### config.mk
export PLATFORM = sky130hd
export DESIGN_NAME = riscv_core_icache_axi_refill
export DESIGN_NICKNAME = d
export VERILOG_FILES = /design/src/rtl/riscv_core_icache_axi_refill.sv
export SDC_FILE = /design/constraint.sdc
export NUM_CORES = 1
export LEC_CHECK = 0
export CAP_MARGIN = 5
export CORE_AREA = 2 2 186 188
export CTS_CLUSTER_SIZE = 24
export DETAILED_ROUTE_END_ITERATION = 16
export DIE_AREA = 0 0 188 190
export DONT_BUFFER_PORTS = 1
export GPL_TIMING_DRIVEN = 0
export PLACE_DENSITY = 0.55
export SYNTH_ARGS = -nofsm -noshare
export SYNTH_HDL_FRONTEND = slang
export SYNTH_SLANG_ARGS = --single-unit
### constraint.sdc
create_clock -name i_clk -period 10.6 [get_ports i_clk]
set_input_delay 2.12 -clock i_clk [delete_from_list [all_inputs] [get_ports i_clk]]
set_output_delay 2.12 -clock i_clk [all_outputs]
set_load 0.03 [all_outputs]
### src/rtl/riscv_core_icache_axi_refill.sv
// riscv_core_icache_axi_refill
//
// AXI4 read master that refills one instruction-cache line per request.
// A request from the icache controller is turned into a single INCR burst
// of BEATS = LINE_WIDTH/AXI_DATA_WIDTH beats; the returned beats are packed
// into o_line_data (beat 0 in the least significant slice) and completion
// is signalled with a one-cycle o_mem_done pulse.
//
// Ports:
//   i_clk, i_rst             clock, asynchronous active-high reset
//   i_mem_req, i_mem_addr    refill request and line address from controller
//   o_mem_done, o_line_data  completion pulse and assembled line
//   o_bus_err                error flag, valid with o_mem_done
//   o_ar*, i_arready         AXI read-address channel (constant burst shape)
//   i_r*, o_rready           AXI read-data channel
module riscv_core_icache_axi_refill #(
  parameter int unsigned ADDR_WIDTH     = 64,
  parameter int unsigned LINE_WIDTH     = 256,
  parameter int unsigned AXI_DATA_WIDTH = 64,
  parameter logic [3:0]  AXI_ID         = 4'h0
) (
  input  logic                      i_clk,
  input  logic                      i_rst,
  input  logic                      i_mem_req,
  input  logic [ADDR_WIDTH-1:0]     i_mem_addr,
  output logic                      o_mem_done,
  output logic [LINE_WIDTH-1:0]     o_line_data,
  output logic                      o_bus_err,
  output logic                      o_arvalid,
  input  logic                      i_arready,
  output logic [ADDR_WIDTH-1:0]     o_araddr,
  output logic [7:0]                o_arlen,
  output logic [2:0]                o_arsize,
  output logic [1:0]                o_arburst,
  output logic [3:0]                o_arid,
  input  logic                      i_rvalid,
  output logic                      o_rready,
  input  logic [AXI_DATA_WIDTH-1:0] i_rdata,
  input  logic [1:0]                i_rresp,
  input  logic                      i_rlast
);

  localparam int unsigned BEATS  = LINE_WIDTH / AXI_DATA_WIDTH;
  localparam int unsigned CNT_W  = (BEATS > 1) ? $clog2(BEATS) : 1;
  localparam int unsigned OFF_W  = $clog2(LINE_WIDTH / 8);
  localparam int unsigned ARSIZE = $clog2(AXI_DATA_WIDTH / 8);

  typedef enum logic [1:0] {
    S_IDLE,
    S_ADDR,
    S_DATA,
    S_DONE
  } state_t;

  state_t           state;
  state_t           state_next;
  logic [CNT_W-1:0] cnt;
  logic             err;
  logic             beat;
  logic             last_beat;

  // Burst shape never changes: one full line, INCR, fixed ID.
  assign o_arlen   = 8'(BEATS - 1);
  assign o_arsize  = 3'(ARSIZE);
  assign o_arburst = 2'b01;
  assign o_arid    = AXI_ID;

  // Handshake outputs decode the state register only.
  assign o_arvalid  = (state == S_ADDR);
  assign o_rready   = (state == S_DATA);
  assign o_mem_done = (state == S_DONE);
  assign o_bus_err  = (state == S_DONE) && err;

  assign beat      = (state == S_DATA) && i_rvalid;
  assign last_beat = (cnt == CNT_W'(BEATS - 1));

  always_ff @(posedge i_clk or posedge i_rst) begin
    if (i_rst) begin
      state <= S_IDLE;
    end else begin
      state <= state_next;
    end
  end

  // The beat counter, not i_rlast, decides when the burst ends.
  always_comb begin
    state_next = state;
    unique case (state)
      S_IDLE: if (i_mem_req) state_next = S_ADDR;
      S_ADDR: if (i_arready) state_next = S_DATA;
      S_DATA: if (beat && last_beat) state_next = S_DONE;
      S_DONE: state_next = S_IDLE;
      default: state_next = S_IDLE;
    endcase
  end

  always_ff @(posedge i_clk or posedge i_rst) begin
    if (i_rst) begin
      o_araddr    <= '0;
      o_line_data <= '0;
      cnt         <= '0;
      err         <= 1'b0;
    end else begin
      if (state == S_IDLE && i_mem_req) begin
        o_araddr <= {i_mem_addr[ADDR_WIDTH-1:OFF_W], {OFF_W{1'b0}}};
        cnt      <= '0;
        err      <= 1'b0;
      end
      if (beat) begin
        for (int unsigned b = 0; b < BEATS; b++) begin
          if (cnt == CNT_W'(b)) begin
            o_line_data[b*AXI_DATA_WIDTH +: AXI_DATA_WIDTH] <= i_rdata;
          end
        end
        cnt <= cnt + 1'b1;
        // Slave error, or RLAST disagreeing with our own beat count.
        if (i_rresp[1] || (i_rlast != last_beat)) begin
          err <= 1'b1;
        end
      end
    end
  end

endmodule

# Word-level counts from Yosys, hierarchy flattened
# Cells that the tools add are included.
# Widths: inputs -> output; s select.
totals:
  regBits: 320
  in_bits: 136
  output_inout_bits: 341
  elab_cells: 41
op_classes:
  reduce_logical: 13
  eq_ne: 10
  addsub: 1
  n_mux: 9
op_table:
  columns: ["operator", "n"]
  rows:
  - ["$mux 2", 5]
  - ["$eq 2x2->1 const B", 4]
  - ["$pmux 2 s4", 1]
  - ["$reduce_and 2->1", 4]
  - ["$eq 2x1->1 const B", 2]
  - ["$logic_and 1x1->1", 4]
  - ["$logic_not 2->1", 2]
  - ["$ne 2x1->1 const B", 2]
  - ["$mux 1", 3]
  - ["$reduce_and 3->1", 1]
  - ["$add 2x1->2 const B", 1]
  - ["$ne 2x2->1 const B", 1]
  - ["$reduce_bool 2->1", 1]
  - ["$logic_or 1x1->1", 1]
  - ["$ne 1x1->1", 1]

# Logic depth before layout (Yosys ltp)
# Gate-level depths: netlist of the first run.
depth:
  depth_word: 5
  mapped_depth: 7
  depth_no_buf: 5

# Worst setup path after synthesis of the first run
# Ideal clock, no wire load.
synth_path:
  path_type: "flip-flop to output port"
  startpoint: "register state[0]"
  endpoint: "output port o_bus_err"
  path_stages_with_launch: 3
  path_slack_ns: 7.417
  arrival_ns: 1.063
  n_path_buf: 0
  path_cell_list: "dfrtp_1 > ha_1 > and2_1"
synth_between:
  elab_chain_cells: 2
synth_lines:
  columns: ["item", "line_no", "text"]
  rows:
  - ["start: declaration", "55", "state_t state;"]
  - ["start signal: assignment", "81", "state <= state_next;"]
  - ["$eq 2x2->1", null, null]
  - ["named net o_mem_done", "26", "output logic o_mem_done,"]
  - ["$logic_and 1x1->1", "72", "assign o_bus_err = (state == S_DONE) && err;"]
  - ["end: declaration", "28", "output logic o_bus_err,"]
# The timed path passes the listed nets, and every way through them passes these cells.

# Final worst setup path of the first run
# Same ends and word-level chain as after synthesis.

==> metrics.md, run 1 <==
| Metric | Value |
|---|---|
| Outcome | complete, no violations |
| Final Skew | 19.5 ps |
| Crit. Startpoint | state[0] |
| CTS Buf Count | 36 |
| Fin Setup TNS | 0 ps |
| Postcts setup bufs | 0 |
| GRT overflow | 0 |
| Vias | ~6300 |
| Min-delay worst type | flop to flop |
| Register area share after synthesis | between 60 and 70% |
| CTS tree | built |
| WS Path Type | flop to output pin |
| # IOs | around 480 |
| Final Cycle Share | 36.2% |
| CP Max Fanout | 4 |
| Root Driver | clkbuf_16 |
| Worst-path clk slew | 60 ps |
| Sink Count | 320 |
| Final Critical Period | 3830 ps |
| Die Y | 190 um |
| DR pass1 iterations | 4 |
| R2r endpoint | o_line_data[244] |
| Average size of a mapped cell | between 15 and 20 sq um |
| DRC Markers | 0 |
| Sequential share of power | 57.9% |
| VDD IR-drop max | 196 uV |
| R2R depth | 7 |
| Post-DP HPWL | 24100 um |
| Maximum number of pins on one net before global-route repair | 50 |
| Pins Over Slew Limit | 0 |
| Layout cell share with drive strength beyond 1 | 54.0% |
| R2R setup slack | 8440 ps |
| Internal power | 3.38 mW |
| Die Area | 35700 sq um |
| Total wire length | approximately 33000 um |
| Hold_buf cts | 0 |
| Vias in the first global route | just over 7000 |
| Hold endpoint | err |
| Final setup fails | 0 |
| CP endpoint kind | output pin |
| Final Hold Vio Count | 0 |
| Comb power frac | 20.3% |
| Hold Path Origin | err |
| Clock group share of total power | 21.8% |
| Post-Syn Area | 13300 sq um |
| Post-Syn Instances | 726 |
| Routed Antenna Nets | 0 |
| WL/cell | about 26 um |
| CP Launch Type | flop |
| Synth Register Bits | 320 |
| DR iter-0 viols | 201 |
| Via-to-Cell Ratio | 4.95 |
| RSZ-0062 raised after global routing | false |
| Final GP Congestion | ~0.79 |
| Sw power | 2.49 mW |
| Core ar. | 33900 sq um |
| Global Route Usage Sum | a little under a fifth |
| Pwr dens | 382 nW/um^2 |
| Total of max-cap violations | 0 |
| Sw Share | a little over two fifths |
| Worst reg2reg path startpoint | state[0] |
| Number of antenna violations at the first check in global routing | 3 |
| Multi-input gate area | 4820 sq um |
| # rows | 68 |
| H-tree levels | 2 |
| Sequential cell area | 8010 sq um |
| Yosys Warn Count | 0 |
| Initial Utilization | between 30% and 40% |
| CTS Buffer Depth | 3 |
| Post_cts resized | 0 |
| Worst-skew pair later-pin latency | 520 ps |
| Fill count | about 2900 |
| Buffers on Ports | 0 |
| First-pass GRT wire length | roughly 49000 um |
| CP arrival | 1710 ps |
| Cells on Worst Hold Path | 2 |
| Library cells used by synthesis | 20 |
| Area grow syn2layout | 15.5% |
| Max Freq | 261 MHz |
| LEAKAGE | 7.82 nW |
| CP Data Required Time | 8480 ps |
| Total power | about 5.9 mW |
| Nets | 936 |
| Die X | 188 um |
-- cell usage after synthesis --
master | instances | area [sq um]
buf_12 | 7 | 140
buf_4 | 22 | 165
nand3_1 | 2 | 10.0
a221oi_1 | 1 | 8.76
xor2_1 | 1 | 8.76
mux2_4 | 240 | 3600
o32a_2 | 1 | 11.3
conb_1 | 2 | 7.51
mux2_2 | 76 | 856
o21ai_0 | 2 | 10.0
dfrtp_1 | 320 | 8010
nand2_8 | 4 | 80.1
buf_2 | 6 | 30.0
buf_6 | 18 | 203
inv_1 | 6 | 22.5
and2_4 | 1 | 8.76
nand2_1 | 7 | 26.3
nor2b_1 | 1 | 6.26
and2_1 | 1 | 6.26
ha_1 | 8 | 100
-- power by group through the flow --
stage / clock network (mW) / logic, mW / registers, mW
2_1_floorplan: 0 / 1.05 / 3.18
6_report: 1.28 / 1.19 / 3.40
5_1_grt: 1.37 / 1.28 / 3.46
3_3_place_gp: 0 / 1.14 / 3.42
3_5_place_dp: 0 / 1.20 / 3.42
4_1_cts: 1.32 / 1.21 / 3.41
-- layout make-up --
cell class | count | area share [%]
inverter | 6 | 0.171
buffer | 53 | 3.50
sequential | 320 | 52.1
clock buffer | 55 | 7.24
clock inverter | 9 | 0.838
tap | 455 | 3.70
antenna | 2 | 0.0326
timing repair buffer | 8 | 1.09
multi-input combinational | 367 | 31.3
-- critical path, stage by stage, from the launching register on --
cell and delay [ps]:
dfrtp_1 400, ha_1 400, and2_1 410
-- routing by layer --
layer | track usage (%) | wire, um | vias up
met2 | 31.0 | 16700 | 356
met1 | 19.8 | 11500 | 3265
met3 | 7.80 | 3490 | 62
li1 | - | - | 2627
met4 | 6.84 | 1040 | 0
met5 | 0 | 0 | -
-- metrics by stage --
stage	instance area, sq um	worst slack (ps)	hold WS (ps)	utilization (%)	std cells
2_1_floorplan	13400	4210	431	-	746
3_3_place_gp	14000	2990	472	41.1	1201
3_5_place_dp	14100	7250	478	41.6	1209
4_1_cts	15400	6730	491	45.3	1273
5_1_grt	15400	6700	531	45.3	1275
6_report	15400	6770	482	45.3	1275
-- cells in the final DEF (no fill, tap or decap), types with 2 or more instances in the layout --
cell,count
clkbuf_16,37
buf_6,18
inv_1,5
nand2_1,7
o21ai_0,2
buf_12,14
nand2_8,4
bufinv_16,3
diode_2,2
conb_1,22
mux2_2,76
clkbuf_1,6
buf_2,6
nand3_1,2
dfrtp_1,320
mux2_4,240
clkbuf_8,12
ha_1,8
clkinvlp_4,3
clkinv_2,3
buf_4,22
-- worst max-delay path by stage --
stage                                  end  slack (ps)  depth (start not counted)
after floorplan                     cnt[0]        4210                          1
after global placement     o_line_data[17]        2990                          1
after detailed placement  o_line_data[202]        7250                          5
after CTS                        o_bus_err        6730                          2
after global routing             o_bus_err        6700                          2
final                            o_bus_err        6770                          2
-- kinds of logic after synthesis --
logic type / synth area share (%)
DFF: 60.2
muxes: 33.5
buffers and inverters: 4.21
and+or+nand+nor: 1.03
adders and majority gates: 0.752
AOI/OAI and AO/OA: 0.226
other: 0.0564
xor gates and xnor gates: 0.0658
-- flip-flops by register name, indices dropped and copies added, names as in the netlist --
register and count:
cnt 2, err 1, o_araddr 59, o_line_data 256, state 2
(Power assumes the default switching activity.)
==> run 2: changes to the inputs <==
==> constraint.sdc (replaced) <==
create_clock -name i_clk -period 3.4 [get_ports i_clk]
set_input_delay 0.68 -clock i_clk [delete_from_list [all_inputs] [get_ports i_clk]]
set_output_delay 0.68 -clock i_clk [all_outputs]
set_load 0.03 [all_outputs]
==> run 2 against run 1 <==
  * Register-to-register slack got worse by 7200 ps
  * Worst hold slack got worse by 180 ps
  * Largest cell class unchanged
  * Cell area barely moved
  * Routed wire length barely moved
  * First-iteration DRC count rose by 9.5%
  * Worst setup slack got worse by 5800 ps
  * Clock power rose to 3.1 times the previous value
==> metrics.md, run 2 (synthesis results as in run 1) <==
| Metric | Value |
|---|---|
| WS Path Type | flop to output pin (unchanged) |
| GRT overflow | 0 (unchanged) |
| Post-DP HPWL | 24100 um (unchanged) |
| Fin Hold WS | 306 ps (was 482 ps) |
| CP Launch Type | flop (unchanged) |
| Pins Over Slew Limit | 0 (unchanged) |
| CP Data Required Time | 2720 ps (was 8480 ps) |
| Worst path slowest cell | and2_1 (unchanged) |
| Pwr dens | 1190 nW/um^2 (was 382 nW/um^2) |
| Via-to-Cell Ratio | 4.95 (about the same) |
| Worst reg2reg path startpoint | state[0] (unchanged) |
| Area grow syn2layout | 15.6% (was 15.5%) |
| CP endpoint kind | output pin (unchanged) |
| RSZ-0062 raised after global routing | false (unchanged) |
| Uppermost layer routed | met4 (unchanged) |
| Number of antenna violations at the first check in global routing | 3 (unchanged) |
| Max reg flops | 256 (unchanged) |
| Most common cell after layout, fill and taps aside | dfrtp_1 (unchanged) |
| Final GP Congestion | 0.791 (unchanged) |
| Cells on Worst Hold Path | 1 (was 2) |
| # IOs | 477 (unchanged) |
| DR WL met3 | 3490 um (about the same) |
| Crit-path cells | ha_1 > and2_1 (unchanged) |
| M1 WL | 11400 um (was 11500 um) |
| DR iter-0 viols | 220 (was 201) |
| Die Area | 35700 sq um (unchanged) |
| Hold Path Origin | i_rdata[57] (was err) |
| WL/cell | 25.6 um (about the same) |
| Final Cycle Share | 70.5% |
| Die X | 188 um (unchanged) |
| CTS Buffer Depth | 3 (unchanged) |
| LEAKAGE | 7.82 nW (about the same) |
| Crit. Startpoint | state[0] (unchanged) |
| Routed Antenna Nets | 0 (unchanged) |
| Most frequent cells in the layout | dfrtp_1 (320), mux2_4 (240), mux2_2 (76), clkbuf_16 (37) (unchanged) |
| Total wire length | 32700 um (about the same) |
| Worst-skew pair later-pin latency | 520 ps (about the same) |
| Final Critical Period | around 2400 ps |
| Initial Utilization | 39.2% (unchanged) |
| Global Route Usage Sum | 18.1% (was 18.0%) |
| Buffers on Ports | 0 (unchanged) |
| Largest regs | o_line_data x256, o_araddr x59 (unchanged) |
| Maximum number of pins on one net before global-route repair | 50 (unchanged) |
| Sink Count | 320 (unchanged) |
| Vias in the first global route | 7125 (was 7119) |
| Die Y | 190 um (unchanged) |
| DRC Markers | 0 (unchanged) |
| Total of max-cap violations | 0 (unchanged) |
| CP Max Fanout | 4 (unchanged) |
| Final setup fails | 0 (unchanged) |
| CTS tree | built (unchanged) |
| R2R depth | 7 (unchanged) |
| Vias | 6319 (was 6310) |
| CP arrival | 1720 ps (was 1710 ps) |
| First-pass GRT wire length | 48900 um (was 48800 um) |
| Max incr delay on CP | 420 ps (was 410 ps) |
| Total power | 18.3 mW (was 5.87 mW) |
| CTS Buf Count | 36 (unchanged) |
| Most flops, register | o_line_data (unchanged) |
| Outcome | complete, no violations (unchanged) |
| DR pass1 iterations | 4 (unchanged) |
| Layout cell share with drive strength beyond 1 | 54.0% (about the same) |
| Min-delay worst type | input port to flop (was flop to flop) |
| Max Freq | between 400 and 500 MHz |
| Nets | 937 (was 936) |
| VDD IR-drop max | 611 uV (was 196 uV) |
| H-tree levels | 2 (unchanged) |
| # rows | 68 (unchanged) |
| R2R setup slack | 1240 ps (was 8440 ps) |
| Worst-path clk slew | 60 ps (about the same) |
| Root Driver | clkbuf_16 (unchanged) |
| R2r endpoint | o_line_data[244] (unchanged) |
| Routed wl met2 | 16700 um (about the same) |
| Core ar. | 33900 sq um (unchanged) |
| Hold endpoint | o_line_data[121] (was err) |
| Final Skew | 19.6 ps (was 19.5 ps) |
| Final Hold Vio Count | 0 (unchanged) |
-- run 2: cell types whose count changed in the layout (fill, tap and decap cells not counted) --
cell / previous run / this run
dlygate4sd3_1: 0 / 1
-- run 2: area by class of cell --
| class | count | area, sq um |
|---|---|---|
| antenna | 2 | 5.00 |
| buffer | 53 | 538 |
| clock buffer | 55 | 1110 |
| clock inverter | 9 | 129 |
| fill | 2913 | 18600 |
| inverter | 6 | 26.3 |
| multi-input combinational | 367 | 4820 |
| sequential | 320 | 8010 |
| tap | 455 | 569 |
| timing repair buffer | 9 | 178 |
-- run 2: worst max-delay path by stage --
stage	end	slack [ps]	cells after the start
finish	o_bus_err	1000	2
global route	o_bus_err	940	2
CTS	o_bus_err	970	2
detailed placement	o_line_data[245]	1210	7
global placement	o_line_data[17]	-2770	1
floorplan	cnt[0]	-1550	1
-- run 2: power by group --
part	total, mW	internal [mW]	switching [mW]
Sequential	10.6	5.51	5.09
Clock	3.99	2.48	1.51
Combinational	3.71	2.54	1.17
-- run 2: metrics by stage --
stage	setup WS, ps	util, %	cells	setup TNS [ps]	instance area, sq um
finish	1000	45.3	1276	0	15400
global route	941	45.3	1276	0	15400
CTS	971	45.3	1274	0	15400
floorplan	-1550	-	746	-494980	13400
global placement	-2770	41.1	1201	-874960	14000
detailed placement	1210	41.6	1209	0	14100
-- run 2: worst max-delay path, delay by kind of cell (launching register included) --
kind | cells | cell delay, ps
fa+ha+maj | 1 | 400
flops | 1 | 400
simple gates | 1 | 420
-- run 2: layer usage --
layer  global-route usage (%)  vias up
met5                        0        -
met2                     31.0      355
met4                     6.84        0
met1                     19.8     3272
met3                     7.80       60
li1                         -     2632
-- run 2: repair_timing --
item,CTS,global route
hold buffers,1,0
gates resized for setup,0,0
buffers inserted,0,0
endpoints found under the setup margin,0,0
endpoints found under the hold margin,10,0
==> run 3: changes to the inputs <==
--- a/config.mk
+++ b/config.mk
@@ -12,7 +12,7 @@
 export DIE_AREA = 0 0 188 190
 export DONT_BUFFER_PORTS = 1
 export GPL_TIMING_DRIVEN = 0
-export PLACE_DENSITY = 0.55
+export PLACE_DENSITY = 0.53
 export SYNTH_ARGS = -nofsm -noshare
 export SYNTH_HDL_FRONTEND = slang
 export SYNTH_SLANG_ARGS = --single-unit
==> constraint.sdc (replaced) <==
create_clock -name i_clk -period 2.25 [get_ports i_clk]
set_input_delay 0.45 -clock i_clk [delete_from_list [all_inputs] [get_ports i_clk]]
set_output_delay 0.45 -clock i_clk [all_outputs]
set_load 0.03 [all_outputs]
==> run 3 against run 2 <==
  * First-iteration DRC count increased by 36%
  * Routed wire length is 1.8% higher
  * Via count fell by 1.0%
  * Non-clock buffer count is 1 lower
  * Power up 51%
  * Sequential power grew 52%
  * Count of clock-buffer cells in the layout down 7
  * Combinational power grew 51%
  * Clock skew decreased by 9.2 ps
  * Die area unchanged
  * Worst hold slack got worse by 230 ps
==> metrics.md, run 3 (synthesis results as in run 1) <==
| Metric | Value |
|---|---|
| Buffers on Ports | 0 (unchanged) |
| Final Cycle Share | 92.1% |
| Hold endpoint | o_line_data[40] (was o_line_data[121]) |
| Pins Over Slew Limit | 0 (unchanged) |
| RSZ-0062 raised after global routing | false (unchanged) |
| Tightest Pin Transition | 632 ps |
| Via-to-Cell Ratio | 4.92 (was 4.95) |
| Most flops, register | o_line_data (unchanged) |
| Min-delay worst type | input port to flop (unchanged) |
| Global Route Usage Sum | 18.4% (was 18.1%) |
| Max reg flops | 256 (unchanged) |
| Nets | 936 (was 937) |
| CTS Buffer Depth | 3 (unchanged) |
| Hold Path Origin | i_rdata[40] (was i_rdata[57]) |
| DRC Markers | 0 (unchanged) |
| Number of antenna violations at the first check in global routing | 3 (unchanged) |
| DR pass1 iterations | 4 (unchanged) |
| Postcts setup bufs | 0 (unchanged) |
| First-pass GRT wire length | 49300 um (was 48900 um) |
| WS Path Type | flop to output pin (unchanged) |
| Worst-skew pair later-pin latency | 520 ps (about the same) |
| Total power | 27.7 mW (was 18.3 mW) |
| Final Critical Period | 2070 ps |
| Outcome | complete, no violations (unchanged) |
| H-tree levels | 2 (unchanged) |
| Final Skew | 10.4 ps (was 19.6 ps) |
| CP endpoint kind | output pin (unchanged) |
| CTS Buf Count | 36 (unchanged) |
| Pwr dens | 1810 nW/um^2 (was 1190 nW/um^2) |
| Initial Utilization | 39.2% (unchanged) |
| CP Data Required Time | 1800 ps (was 2720 ps) |
| Fin Setup TNS | 0 ps (unchanged) |
| # rows | 68 (unchanged) |
| Die Area | 35700 sq um (unchanged) |
| Most common cell after layout, fill and taps aside | dfrtp_1 (unchanged) |
| Layout Cell Area excl Fill | 15300 sq um (was 15400 sq um) |
| CP Max Fanout | 4 (unchanged) |
| VDD IR-drop max | 819 uV (was 611 uV) |
| GRT overflow | 0 (unchanged) |
| Die X | 188 um (unchanged) |
| WL/cell | 26.1 um (was 25.6 um) |
| Dpl cell area | 14100 sq um (about the same) |
| Final setup fails | 0 (unchanged) |
| DR iter-0 viols | 300 (was 220) |
| Cells on Worst Hold Path | 1 (unchanged) |
| Most frequent cells in the layout | dfrtp_1 (320), mux2_4 (240), mux2_2 (76), clkbuf_16 (37) (unchanged) |
| Sink Count | 320 (unchanged) |
| Core ar. | 33900 sq um (unchanged) |
| Routed Antenna Nets | 0 (unchanged) |
| Total wire length | 33200 um (was 32700 um) |
| Maximum number of pins on one net before global-route repair | 49 (was 50) |
| CP Launch Type | flop (unchanged) |
| Vias in the first global route | 7127 (was 7125) |
| Total of max-cap violations | 0 (unchanged) |
| R2r endpoint | o_line_data[242] (was o_line_data[244]) |
| R2R setup slack | 200 ps (was 1240 ps) |
| Area grow syn2layout | 15.1% (was 15.6%) |
| Vias | 6253 (was 6319) |
| LEAKAGE | 7.79 nW (was 7.82 nW) |
| Worst reg2reg path startpoint | state[0] (unchanged) |
| Rel. slew slack | 57.7% |
| Layout cell share with drive strength beyond 1 | 53.7% (was 54.0%) |
| CTS tree | built (unchanged) |
| Final GP Congestion | 0.818 (was 0.791) |
| Fin Hold WS | 72.4 ps (was 306 ps) |
| Die Y | 190 um (unchanged) |
| R2R depth | 7 (unchanged) |
| Max Freq | 483 MHz |
| Post-DP HPWL | 24400 um (was 24100 um) |
| # IOs | 477 (unchanged) |
| Final Hold Vio Count | 0 (unchanged) |
| Worst-path clk slew | 60 ps (about the same) |
| CP arrival | 1620 ps (was 1720 ps) |
| Largest regs | o_line_data x256, o_araddr x59 (unchanged) |
| Root Driver | clkbuf_16 (unchanged) |
[run 3: cell type report]
type	instances	area (sq um)
Multi-Input combinational cell	367	4820
Fill cell	2914	18600
Buffer	53	538
Antenna cell	2	5.00
Clock inverter	13	200
Inverter	6	26.3
Sequential cell	320	8010
Clock buffer	48	997
Tap cell	455	569
Timing Repair Buffer	8	150
[run 3: per-stage QoR]
| step | cells | utilization (%) | worst slack, ps |
|---|---|---|---|
| finish | 1272 | 45.1 | 177 |
| global route | 1272 | 45.1 | 84.1 |
| CTS | 1270 | 45.1 | 1.44 |
| detailed placement | 1208 | 41.5 | 25.6 |
| global placement | 1201 | 41.1 | -3750 |
| floorplan | 746 | - | -2470 |
[run 3: metal layers]
layer | vias to the layer above | track usage [%] | wire length [um]
met5 | - | 0 | 0
met1 | 3220 | 20.4 | 11900
li1 | 2634 | - | -
met2 | 327 | 31.8 | 17100
met4 | 0 | 9.39 | 1430
met3 | 72 | 6.07 | 2780
[run 3: power by group]
part / switching [mW] / total (mW) / internal (mW)
registers: 7.75 / 16.1 / 8.32
logic: 1.75 / 5.60 / 3.85
clock network: 2.30 / 5.99 / 3.69
[run 3: worst max-delay path, stage by stage (launching register included)]
cell and delay (ps):
dfrtp_1 410, ha_2 330, and2_1 370
[run 3: repair_timing]
action	4_1_cts	5_1_grt
resized for setup	0	2
endpoints found under the hold margin	22	0
hold buffers	1	0
endpoints found under the setup margin	0	241
[run 3: worst max-delay path by stage]
stage	cells past startpoint	slack [ps]	startpoint	endpoint
2_1_floorplan	1	-2470	i_rst	cnt[0]
3_3_place_gp	1	-3750	i_rst	o_line_data[145]
3_5_place_dp	7	30	state[0]	o_line_data[242]
4_1_cts	2	1	state[0]	o_bus_err
5_1_grt	2	80	state[0]	o_bus_err
6_report	2	180	state[0]	o_bus_err
